## src/rtl/rr_grant_arbiter_if.sv

```systemverilog
// rr_grant_arbiter_if: request/grant bundle between four requesters and the
// round-robin arbiter that drives a 2-to-4 decoder select path.
//
// Handshake: req[i] is a level request held high for as long as requester i
// wants the resource. A grant is valid while grant_en=1, and grant_addr/grant
// name the owner. The owner ends its tenure by pulsing done (sampled only while
// granted) or by dropping its req bit. Every grant is followed by at least one
// cycle with grant_en=0. timeout marks a grant that was reclaimed forcibly.
// arb_state publishes the arbiter FSM state (0 idle, 1 grant, 2 release).
interface rr_grant_arbiter_if;
    logic [3:0] req;
    logic       done;
    logic       grant_en;
    logic [1:0] grant_addr;
    logic [3:0] grant;
    logic       timeout;
    logic [1:0] arb_state;

    modport master (
        input  req,
        input  done,
        output grant_en,
        output grant_addr,
        output grant,
        output timeout,
        output arb_state
    );

    modport slave (
        output req,
        output done,
        input  grant_en,
        input  grant_addr,
        input  grant,
        input  timeout,
        input  arb_state
    );
endinterface

```

## src/rtl/rr_grant_arbiter.sv

```systemverilog
// rr_grant_arbiter: four-requester round-robin arbiter for one shared slot.
// All outputs are registered; there is no combinational path from req/done to
// any output. The outgoing owner is always lowest priority next time round.
// Optional hold timeout is compiled in with the macro RR_ARB_TIMEOUT_EN; with
// it, a grant lasts at most HOLD_MAX cycles and timeout pulses on reclaim.
module rr_grant_arbiter #(
    parameter int HOLD_MAX = 15,
    parameter int CW       = 4
) (
    input  logic                  clk,
    input  logic                  reset_n,
    rr_grant_arbiter_if.master    bus
);

    typedef enum logic [1:0] {
        IDLE    = 2'd0,
        GRANT   = 2'd1,
        RELEASE = 2'd2
    } state_t;

    if (HOLD_MAX < 2 || HOLD_MAX > (2 ** CW) - 1) begin : g_bad_hold_max
        $error("rr_grant_arbiter: HOLD_MAX must lie in 2..2^CW-1");
    end

    state_t     state;
    state_t     state_n;
    logic [1:0] last;
    logic [1:0] last_n;
    logic       grant_en_q;
    logic       grant_en_n;
    logic [1:0] grant_addr_q;
    logic [1:0] grant_addr_n;
    logic [3:0] grant_q;
    logic [1:0] winner;
    logic [1:0] probe;
    logic       rel_normal;
    logic       to_cond;

`ifdef RR_ARB_TIMEOUT_EN
    logic [CW-1:0] hold_cnt;
    logic [CW-1:0] hold_cnt_n;
    logic          timeout_q;
    logic          timeout_n;

    // Forced release only when the owner is neither finishing nor leaving.
    assign to_cond = (state == GRANT) && !rel_normal &&
                     (hold_cnt == CW'(HOLD_MAX - 1));
`else
    assign to_cond = 1'b0;
`endif

    assign rel_normal = bus.done || !bus.req[grant_addr_q];

    // Round-robin search: last+1, last+2, last+3, last; first set bit wins.
    always_comb begin
        winner = last;
        probe  = last;
        for (int k = 4; k >= 1; k--) begin
            probe = last + 2'(k);
            if (bus.req[probe]) begin
                winner = probe;
            end
        end
    end

    // State register.
    always_ff @(posedge clk or negedge reset_n) begin
        if (!reset_n) begin
            state <= IDLE;
        end else begin
            state <= state_n;
        end
    end

    // Next-state logic.
    always_comb begin
        state_n = state;
        case (state)
            IDLE: begin
                if (bus.req != 4'b0000) state_n = GRANT;
            end
            GRANT: begin
                if (rel_normal || to_cond) state_n = RELEASE;
            end
            RELEASE: begin
                state_n = (bus.req != 4'b0000) ? GRANT : IDLE;
            end
            default: state_n = IDLE;
        endcase
    end

    // Output logic: next values of the registered outputs and pointer.
    always_comb begin
        grant_en_n   = grant_en_q;
        grant_addr_n = grant_addr_q;
        last_n       = last;
`ifdef RR_ARB_TIMEOUT_EN
        hold_cnt_n   = hold_cnt;
        timeout_n    = 1'b0;
`endif
        case (state)
            IDLE, RELEASE: begin
                if (bus.req != 4'b0000) begin
                    grant_en_n   = 1'b1;
                    grant_addr_n = winner;
                    last_n       = winner;
`ifdef RR_ARB_TIMEOUT_EN
                    hold_cnt_n   = '0;
`endif
                end else begin
                    grant_en_n = 1'b0;
                end
            end
            GRANT: begin
                if (rel_normal || to_cond) begin
                    grant_en_n = 1'b0;
`ifdef RR_ARB_TIMEOUT_EN
                    timeout_n  = to_cond;
`endif
                end else begin
`ifdef RR_ARB_TIMEOUT_EN
                    if (hold_cnt != {CW{1'b1}}) begin
                        hold_cnt_n = hold_cnt + 1'b1;
                    end
`endif
                end
            end
            default: grant_en_n = 1'b0;
        endcase
    end

    // Output and pointer registers; reset leaves requester 0 first in line.
    always_ff @(posedge clk or negedge reset_n) begin
        if (!reset_n) begin
            grant_en_q   <= 1'b0;
            grant_addr_q <= 2'd0;
            grant_q      <= 4'b0000;
            last         <= 2'd3;
`ifdef RR_ARB_TIMEOUT_EN
            hold_cnt     <= '0;
            timeout_q    <= 1'b0;
`endif
        end else begin
            grant_en_q   <= grant_en_n;
            grant_addr_q <= grant_addr_n;
            grant_q      <= grant_en_n ? (4'b0001 << grant_addr_n) : 4'b0000;
            last         <= last_n;
`ifdef RR_ARB_TIMEOUT_EN
            hold_cnt     <= hold_cnt_n;
            timeout_q    <= timeout_n;
`endif
        end
    end

    assign bus.grant_en   = grant_en_q;
    assign bus.grant_addr = grant_addr_q;
    assign bus.grant      = grant_q;
    assign bus.arb_state  = state;
`ifdef RR_ARB_TIMEOUT_EN
    assign bus.timeout    = timeout_q;
`else
    assign bus.timeout    = 1'b0;
`endif

endmodule

```

## src/flat_wrapper.sv

```systemverilog
// flat-port wrapper written by rule: the top's interface ports become plain ports
module rr_grant_arbiter_flat 
#(
    parameter int HOLD_MAX = 15,
    parameter int CW       = 4
)
  (clk, reset_n, bus_req, bus_done, bus_grant_en, bus_grant_addr, bus_grant, bus_timeout, bus_arb_state);
  rr_grant_arbiter_if bus_i ();
  input  logic clk;
  input  logic reset_n;
  input wire logic [$bits(bus_i.req)-1:0] bus_req;
  input wire logic [$bits(bus_i.done)-1:0] bus_done;
  output wire logic [$bits(bus_i.grant_en)-1:0] bus_grant_en;
  output wire logic [$bits(bus_i.grant_addr)-1:0] bus_grant_addr;
  output wire logic [$bits(bus_i.grant)-1:0] bus_grant;
  output wire logic [$bits(bus_i.timeout)-1:0] bus_timeout;
  output wire logic [$bits(bus_i.arb_state)-1:0] bus_arb_state;
  assign bus_i.req = bus_req;
  assign bus_i.done = bus_done;
  assign bus_grant_en = bus_i.grant_en;
  assign bus_grant_addr = bus_i.grant_addr;
  assign bus_grant = bus_i.grant;
  assign bus_timeout = bus_i.timeout;
  assign bus_arb_state = bus_i.arb_state;
  rr_grant_arbiter #(.HOLD_MAX(HOLD_MAX), .CW(CW)) u_core (.clk(clk), .reset_n(reset_n), .bus(bus_i));
endmodule
```

## config.mk

```make
export PLATFORM = sky130hd
export DESIGN_NAME = rr_grant_arbiter_flat
export DESIGN_NICKNAME = d
export VERILOG_FILES = /design/src/rtl/rr_grant_arbiter_if.sv /design/src/rtl/rr_grant_arbiter.sv /design/src/flat_wrapper.sv
export SDC_FILE = /design/constraint.sdc
export NUM_CORES = 1
export LEC_CHECK = 0
export CAP_MARGIN = 40
export CORE_MARGIN = 5
export CORE_UTILIZATION = 46
export CTS_CLUSTER_DIAMETER = 50
export DETAILED_ROUTE_END_ITERATION = 7
export PLACE_DENSITY = 0.81
export SETUP_SLACK_MARGIN = 0.15
export SYNTH_ARGS = -nofsm -noshare
export SYNTH_HDL_FRONTEND = slang
export SYNTH_SLANG_ARGS = --single-unit
```

## constraint.sdc

```tcl
create_clock -name clk -period 1.8 [get_ports clk]
set_input_delay 0.54 -clock clk [delete_from_list [all_inputs] [get_ports clk]]
set_output_delay 0.54 -clock clk [all_outputs]
set_load 0.01 [all_outputs]
```

Yosys cells after proc, flatten, opt, wreduce, memory -nomap -nowiden
Index checks and enable logic that the tools add are counted.
{"block": "op_classes", "magnitude_cmp": 4, "mux": 21, "bitwise": 0, "n_div": 0, "add_sub_neg": 3, "reduce_logical": 7, "shift": 1, "mul": 0, "eq_ne": 4}
{"cell": "2-bit 2-to-1 mux", "n": 7}
{"cell": "2-bit by 3-bit < comparator with 1-bit output (second input constant)", "n": 4}
{"cell": "1-bit binary-select mux with 2-bit select", "n": 4}
{"cell": "1-bit 2-to-1 mux", "n": 7}
{"cell": "2-bit case mux with 3 select lines", "n": 1}
{"cell": "2-bit adder (second input constant)", "n": 2}
{"cell": "4-bit 2-to-1 mux", "n": 1}
{"cell": "2-bit by 1-bit != test with 1-bit output (second input constant)", "n": 2}
{"cell": "2-bit AND reduction", "n": 2}
{"cell": "4-bit nonzero test", "n": 1}
{"cell": "1-bit by 2-bit left shift with 4-bit output (first input constant)", "n": 1}
{"cell": "2-bit by 1-bit adder with 2-bit output (second input constant)", "n": 1}
{"cell": "2-bit by 1-bit == test with 1-bit output (second input constant)", "n": 1}
{"cell": "2-bit == test (second input constant)", "n": 1}
{"cell": "2-bit zero test", "n": 1}
{"cell": "1-bit case mux with 2 select lines", "n": 1}
{"cell": "2-bit OR reduction", "n": 1}
{"cell": "1-bit zero test", "n": 1}
{"cell": "1-bit logical OR", "n": 1}
{"block": "totals", "mem_bits_rw": 0, "regBits": 11, "in_bits": 7, "latch_bits": 0, "elab_cells": 45, "romBits": 0, "mem_count": 0}

Logic depth before layout (Yosys ltp)
Gate-level depths: netlist (run 1).
{"block": "logic_depth", "word_depth": 10, "depth_mapped": 5, "depth_no_buf": 4}

Worst setup path after synthesis (run 1)
No wires, ideal clock.
{"block": "synth_path", "path_type": "in2reg", "start": "input port bus_req[1]", "end": "register u_core.grant_q[0] (netlist: u_core.bus.grant[0])", "slack_ps": 75, "path_stages": 5, "t_arrival_ps": 1605, "required_time_ps": 1680, "path_buffers": 1, "path_cell_list": "buf_2 -> mux4_2 -> o2bb2ai_2 -> o211ai_2 -> and3b_1"}
{"block": "synth_between", "word_cells_on_any_way": 21, "classes_between": "shift (1); mux (17); reduce/logical (3)"}
{"element": "start: declaration", "line": "flat_wrapper.sv:11", "source": "input wire logic [$bits(bus_i.req)-1:0] bus_req;"}
{"element": "1-bit binary-select mux with 2-bit select", "line": "rr_grant_arbiter.sv:52", "source": "assign rel_normal = bus.done || !bus.req[grant_addr_q];"}
{"element": "1-bit 2-to-1 mux (not written as such)", "line": "rr_grant_arbiter.sv:52"}
{"element": "1-bit zero test", "line": "rr_grant_arbiter.sv:52"}
{"element": "1-bit logical OR", "line": "rr_grant_arbiter.sv:52"}
{"element": "1-bit 2-to-1 mux", "line": "rr_grant_arbiter.sv:115", "source": "if (rel_normal || to_cond) begin"}
{"element": "1-bit case mux with 2 select lines *", "line": "rr_grant_arbiter.sv:101", "source": "case (state)"}
{"element": "via u_core.grant_en_n", "line": "rr_grant_arbiter.sv:30", "source": "logic grant_en_n;"}
{"element": "4-bit 2-to-1 mux *", "line": "rr_grant_arbiter.sv:146", "source": "grant_q <= grant_en_n ? (4'b0001 << grant_addr_n) : 4'b0000;"}
{"element": "end signal: assignment", "line": "rr_grant_arbiter.sv:146"}
{"element": "end: declaration", "line": "rr_grant_arbiter.sv:33", "source": "logic [3:0] grant_q;"}
Mark *: on every way through the listed nets, which the timed path passes. The rest lies on a longest branch. The select of a mux whose other input is x is not followed.
A chain may end at the register's enable or synchronous reset.

Worst setup path in the final report (run 1)
{"block": "layout_path", "start": "input port bus_req[3]", "end": "register u_core.grant_q[0] (netlist: u_core.bus.grant[0])"}
Same word-level chain as after synthesis.

==> results of run 1 <==
## per-layer routing
layer	GRT usage (%)	up-vias	routed length, um
met5	0	-	0
met3	5.64	2	77
met4	6.45	0	6
met1	19.3	295	728
li1	-	294	-
met2	23.0	10	729
## area by class of cell
type	count	area (sq um)	share of cell area, %
clock buffers	4	26.3	2.80
repair buffers	31	250	26.6
multi-input cells	45	362	38.5
inverters	1	3.75	0.399
flip-flops and latches	11	279	29.7
well taps	15	18.8	2.00
## state kept, by name (all words and copies together) (netlist names)
signal and cells:
u_core.bus.arb_state 2, u_core.bus.grant 4, u_core.bus.grant_addr 2, u_core.bus.grant_en 1
u_core.last 2
## power by group through the flow
stage	Clock [W]	Combinational, W	Sequential, W
global route	0.000185	0.000842	0.000513
floorplan	0	0.000454	0.000493
detailed placement	0	0.000792	0.000510
global placement	0	0.000776	0.000501
CTS	0.000172	0.000733	0.000504
finish	0.000165	0.000772	0.000494
## cells in the mapped netlist (all sizes together)
library cell,number
or2b,1
nor4bb,1
o21bai,1
dfrtp,9
or2,1
a221o,1
a221oi,1
o2bb2ai,2
mux2i,2
nand2,5
o21ai,5
a21oi,5
nor3b,3
buf,6
o41ai,2
a2111oi,1
dfstp,2
conb,1
o211ai,2
nand2b,1
nor3,1
mux4,1
nor4,1
a22oi,1
and3b,2
inv,1
o31ai,1
nor2,2
nor2b,1
## worst paths after layout
kind                                                        to  slack [ns]
min in group asynchronous  u_core.bus.arb_state[1]$_DFFE_PN0P_        0.60
max                              u_core.bus.grant[0]$_DFF_PN0_        0.17
min                                 u_core.last[1]$_DFFE_PN1P_        0.54
max in group asynchronous           u_core.last[0]$_DFFE_PN1P_        0.86
max reg2reg                      u_core.bus.grant[1]$_DFF_PN0_        0.22
min reg2reg                         u_core.last[1]$_DFFE_PN1P_        0.54
## placed cells by master (no fill, tap or decap)
master,instances
nor3b_1,3
a21oi_1,5
o21ai_1,1
mux2i_1,2
clkdlybuf4s15_2,2
o2bb2ai_1,1
a22oi_1,1
nand2_1,5
dfrtp_1,8
dfrtp_2,1
clkbuf_1,1
nor2_1,2
nor4bb_1,1
o211ai_2,2
o21bai_1,1
dlygate4sd2_1,10
a2111oi_2,1
and3b_1,2
a221oi_1,1
buf_4,16
o21ai_0,4
nor2b_1,1
nand2b_1,1
dfstp_2,2
nor3_1,1
nor4_4,1
o31ai_1,1
a221o_2,1
or2_2,1
clkbuf_4,3
o2bb2ai_4,1
mux4_2,1
o41ai_1,2
clkdlybuf4s50_1,1
or2b_1,1
inv_1,1
clkbuf_2,2
conb_1,1
## worst max-delay path: cells and delay by family
kind | cells | cell delay [ns]
AO/OA/AOI/OAI | 2 | 0.24
buffers and inverters | 1 | 0.26
multiplexers | 1 | 0.55
AND/OR/NAND/NOR | 1 | 0.19
## cells by family (layout without fill, tap and decap cells)
| family | count (synthesis) | in the layout | synth area share, % |
|---|---|---|---|
| compound gates | 22 | 22 | 25.3 |
| buf+inv | 7 | 36 | 6.41 |
| mux | 3 | 3 | 6.41 |
| flops | 11 | 11 | 41.9 |
| simple gates | 19 | 19 | 19.4 |
| other cells | 1 | 1 | 0.565 |
## metrics by stage
| stage | area [sq um] | total power, W |
|---|---|---|
| floorplan | 692 | 0.000947 |
| global placement | 903 | 0.00128 |
| detailed placement | 903 | 0.00130 |
| CTS | 921 | 0.00141 |
| global route | 940 | 0.00154 |
| finish | 940 | 0.00143 |
## timing repair
item / CTS / global route
hold buffers: 0 / 0
pin swaps: 2 / 1
buffers inserted: 0 / 3
gates resized for setup: 22 / 4
cloned: 0 / 0
setup endpoints to repair: 18 / 5
==> out/results.ini, run 1 <==
[sta]
max_freq_ghz = 0.613
slew_violations = 0
fin_crit_sh_pct = 90.7
fin_setup_tns_ns = 0
period_minus_slack_ns = 1.63
hold_violations = 0
rsz0062_at_grt = no
setup_viol = 0
skew_ns = 0.000972
whs_ns = 0.538
worst_slack_ns = 0.168

[layout]
final_core_util_pct = 70.5
n_fill_cell = 105
stdcell_count = 107
diodes = 0
nets = 100
area_delta_synth_final_pct = 41.7
layout-drive-gt1-share_pct = 37.0

[global_route]
grt_pass1_wl_um = 2370
grt_pass1_vias = 579
grt.overflow.total = 0
antenna_found_initial = 0
grtUsageTotal_pct = 15.2
grt_max_degree = 12

[worst_hold_path]
hold_path_depth = 1
hold_start = u_core.bus.arb_state[0]$_DFFE_PN0P_
holdCritPathClass = reg2reg

[pwr]
power_frac_comb_pct = 53.9
p_int_w = 0.000867
peakVddDrop_v = 0.000936
p_per_area_nw_per_um2 = 1520
clkPwrFrac_pct = 11.5
swShare_pct = 39.4
p_leak_nw = 0.440
p_seq_share_pct = 34.5
power.switching_w = 0.000564

[cts]
cts_tree = built
cts.sinks = 11
cts-root-buf = clkbuf_4
clk_pin_slew_ns = 0.07
clockBufferDepth = 2
htreeDepth = 1
cts_buffers = 3
clk_latency_ns = 0.27

[run]
drv_cap = 0

[floorplan]
ios = 17
rows = 13
die_x_um = 48.0
core_sq_um = 1330
die_h_um = 48.0
start_util_pct = 49.7
dieArea_sq_um = 2300

[worst_setup_path]
start_kind = input pin
end_kind = flip-flop
criticalPathCategory = in2reg
crit_fanout = 8
max_stage_delay_ns = 0.55
reg2reg_depth = 4
crit_path_start = bus_req[3]
r2r_start = u_core.last[0]$_DFFE_PN1P_
worst_ep_required_time_ns = 1.96
slowest_stage = mux4_2
crit_chain = clkdlybuf4s15_2 -> mux4_2 -> o2bb2ai_4 -> o211ai_2 -> and3b_1
cp.arrival_ns = 1.79

[synthesis]
synth_top_area_share_pct = 34.0
synth-seq-cells = 11
syn_inst = 63
synth_nets = 70
synth_area_per_cell_sq_um = 10.5
ys_seq_area_share_pct = 41.9
yosysTopAreaCell = dfrtp_1
yosys_warnings = 0
synth_cell_types = 32
syn_area_sq_um = 663
synth_area_leaders = dfrtp_1 34%, dfstp_2 7.9%, a21oi_1 3.8%

[drt]
drt_iter0_markers = 1
wire_per_inst_um = 14.4
drt-pass1-iter-count = 3
remaining_drc_errors = 0
ant_nets = 0
viasPerCell = 5.62
wl_um = 1540
vias = 601

[run_status]
outcome = completed

[place]
placed_cells = 100
post-place-ws_ns = -0.454
dp_hpwl_um = 1150
port_buffers = 15
gp_congestion = 0.818

(Power assumes the default switching activity.)
==> run 2: changes to the inputs <==
Settings changed: CORE_MARGIN 5 to 2.
==> out/results.ini, run 2 (synthesis gave the netlist of run 1 again) <==
[run_status]
outcome = completed

[drt]
drt_iter0_markers = 9
wire_per_inst_um = 14.6
viasPerCell = 5.73
drt-pass1-iter-count = 3
ant_nets = 0
wl_um = 1590
remaining_drc_errors = 0
vias = 625

[layout]
largest_register_ffs = 4
diodes = 0
nets = 102
final_cell_mix = 17 x buf_4, 9 x dlygate4sd2_1, 9 x dfrtp_1
n_fill_cell = 99
multi_input_area_sq_um = 384
layout_commonest_cell = buf_4
area_delta_synth_final_pct = 46.4
layout-drive-gt1-share_pct = 42.6
register_area_sq_um = 278

[place]
gp_congestion = 0.820
port_buffers = 15
dp_hpwl_um = 1110

[pwr]
peakVddDrop_v = 0.000882
p_leak_nw = 0.458
power.switching_w = 0.000608
clkPwrFrac_pct = 11.4
p_int_w = 0.000907
power_frac_comb_pct = 57.4
power_w = 0.00152
p_seq_share_pct = 31.2
p_per_area_nw_per_um2 = 1560
swShare_pct = 40.2

[cts]
cts-root-buf = clkbuf_4
cts_tree = built
clk_pin_slew_ns = 0.07
htreeDepth = 1
cts.sinks = 11
clk_latency_ns = 0.27
cts_buffers = 3
cts_hold_buffers = 0
clockBufferDepth = 2

[global_route]
grt.overflow.total = 0
antenna_found_initial = 0
grt_pass1_wl_um = 2560
grt_max_degree = 13
grtUsageTotal_pct = 19.4
grt_pass1_vias = 593

[sta]
fin_crit_sh_pct = 88.8
rsz0062_at_grt = no
hold_violations = 0
period_minus_slack_ns = 1.60
setup_viol = 0
max_freq_ghz = 0.626
whs_ns = 0.542
skew_ns = 0.00266
slew_violations = 0

[worst_setup_path]
slowest_stage = nor4_4
worst_ep_required_time_ns = 2.01
cp.arrival_ns = 1.81
ff2ff_setup_slack_ns = 0.22
criticalPathCategory = in2reg
end_kind = flip-flop
max_stage_delay_ns = 0.37
crit_chain = clkdlybuf4s15_2 -> nor4_4 -> buf_4 -> or2_4 -> o211ai_2 -> and3b_1
crit_fanout = 6
start_kind = input pin

[run]
drv_cap = 0

[floorplan]
core_sq_um = 1320
rows = 13
die_h_um = 42.0
dieArea_sq_um = 1760
ios = 17
die_x_um = 42.0
start_util_pct = 50.3

[worst_hold_path]
holdCritPathClass = reg2reg

-- run 2: cell types whose count changed in the layout (fill, tap and decap cells not counted), sizes merged --
| cell | delta |
|---|---|
| buf | +1 |
| clkbuf | +2 |
| clkdlybuf4s15 | -1 |
| dlygate4sd2 | -1 |
| dlymetal6s2s | +1 |
-- run 2: power groups by stage --
stage                     Combinational, W  Clock, W  Sequential, W
after floorplan                   0.000454         0       0.000493
after global placement            0.000801         0       0.000485
after detailed placement          0.000821         0       0.000493
after CTS                         0.000806  0.000175       0.000477
after global routing              0.000939  0.000189       0.000484
final                             0.000871  0.000172       0.000473
-- run 2: metal layers --
metal	up-vias	wire length (um)	global-route usage, %
li1	295	-	-
met1	318	698	22.9
met2	12	824	32.2
met3	0	70	6.90
met4	0	0	7.10
met5	-	0	0
-- run 2: per-stage QoR --
stage	setup TNS, ns	std cells	cell area, sq um	setup WS [ns]	util, %
floorplan	0	63	692	0.107	-
global placement	-2.87	102	918	-0.445	69.7
detailed placement	-3.11	102	918	-0.483	69.7
CTS	0	107	946	0.0813	71.8
global route	0	109	971	0.154	73.7
finish	0	109	971	0.202	73.7
-- run 2: what timing repair did --
item | 4_1_cts | 5_1_grt
setup endpoints to repair | 18 | 5
buffers inserted | 1 | 2
pin swaps | 1 | 2
resized for setup | 18 | 13
-- run 2: final timing paths --
kind                                                 start                                   to  depth (start not counted)
worst max-delay path                            bus_req[2]        u_core.bus.grant[0]$_DFF_PN0_                          6
worst min-delay path            u_core.last[0]$_DFFE_PN1P_           u_core.last[0]$_DFFE_PN1P_                          2
worst max register to register  u_core.last[1]$_DFFE_PN1P_        u_core.bus.grant[1]$_DFF_PN0_                          4
worst min register to register  u_core.last[0]$_DFFE_PN1P_           u_core.last[0]$_DFFE_PN1P_                          2
max in group asynchronous                          reset_n           u_core.last[0]$_DFFE_PN1P_                          1
min in group asynchronous                          reset_n  u_core.bus.arb_state[0]$_DFFE_PN0P_                          1
-- run 2: final cells by class --
cell class / instances / area share [%]
Multi-Input combinational cell: 45 / 39.6
Sequential cell: 11 / 28.6
Timing Repair Buffer: 33 / 26.8
Clock buffer: 4 / 2.71
Tap cell: 15 / 1.93
Inverter: 1 / 0.387
-- run 2: critical path, delay by kind of cell --
| family | cells | cell delay [ns] |
|---|---|---|
| AO/OA/AOI/OAI | 1 | 0.11 |
| buffers and inverters | 2 | 0.43 |
| AND/OR/NAND/NOR | 3 | 0.73 |
==> run 3: changes to the inputs <==
Settings changed: CAP_MARGIN 40 to not set, GPL_ROUTABILITY_DRIVEN set to 0.
==> results of run 3 <==
Same layout as run 2: the final DEF is identical, and so are final timing and power.
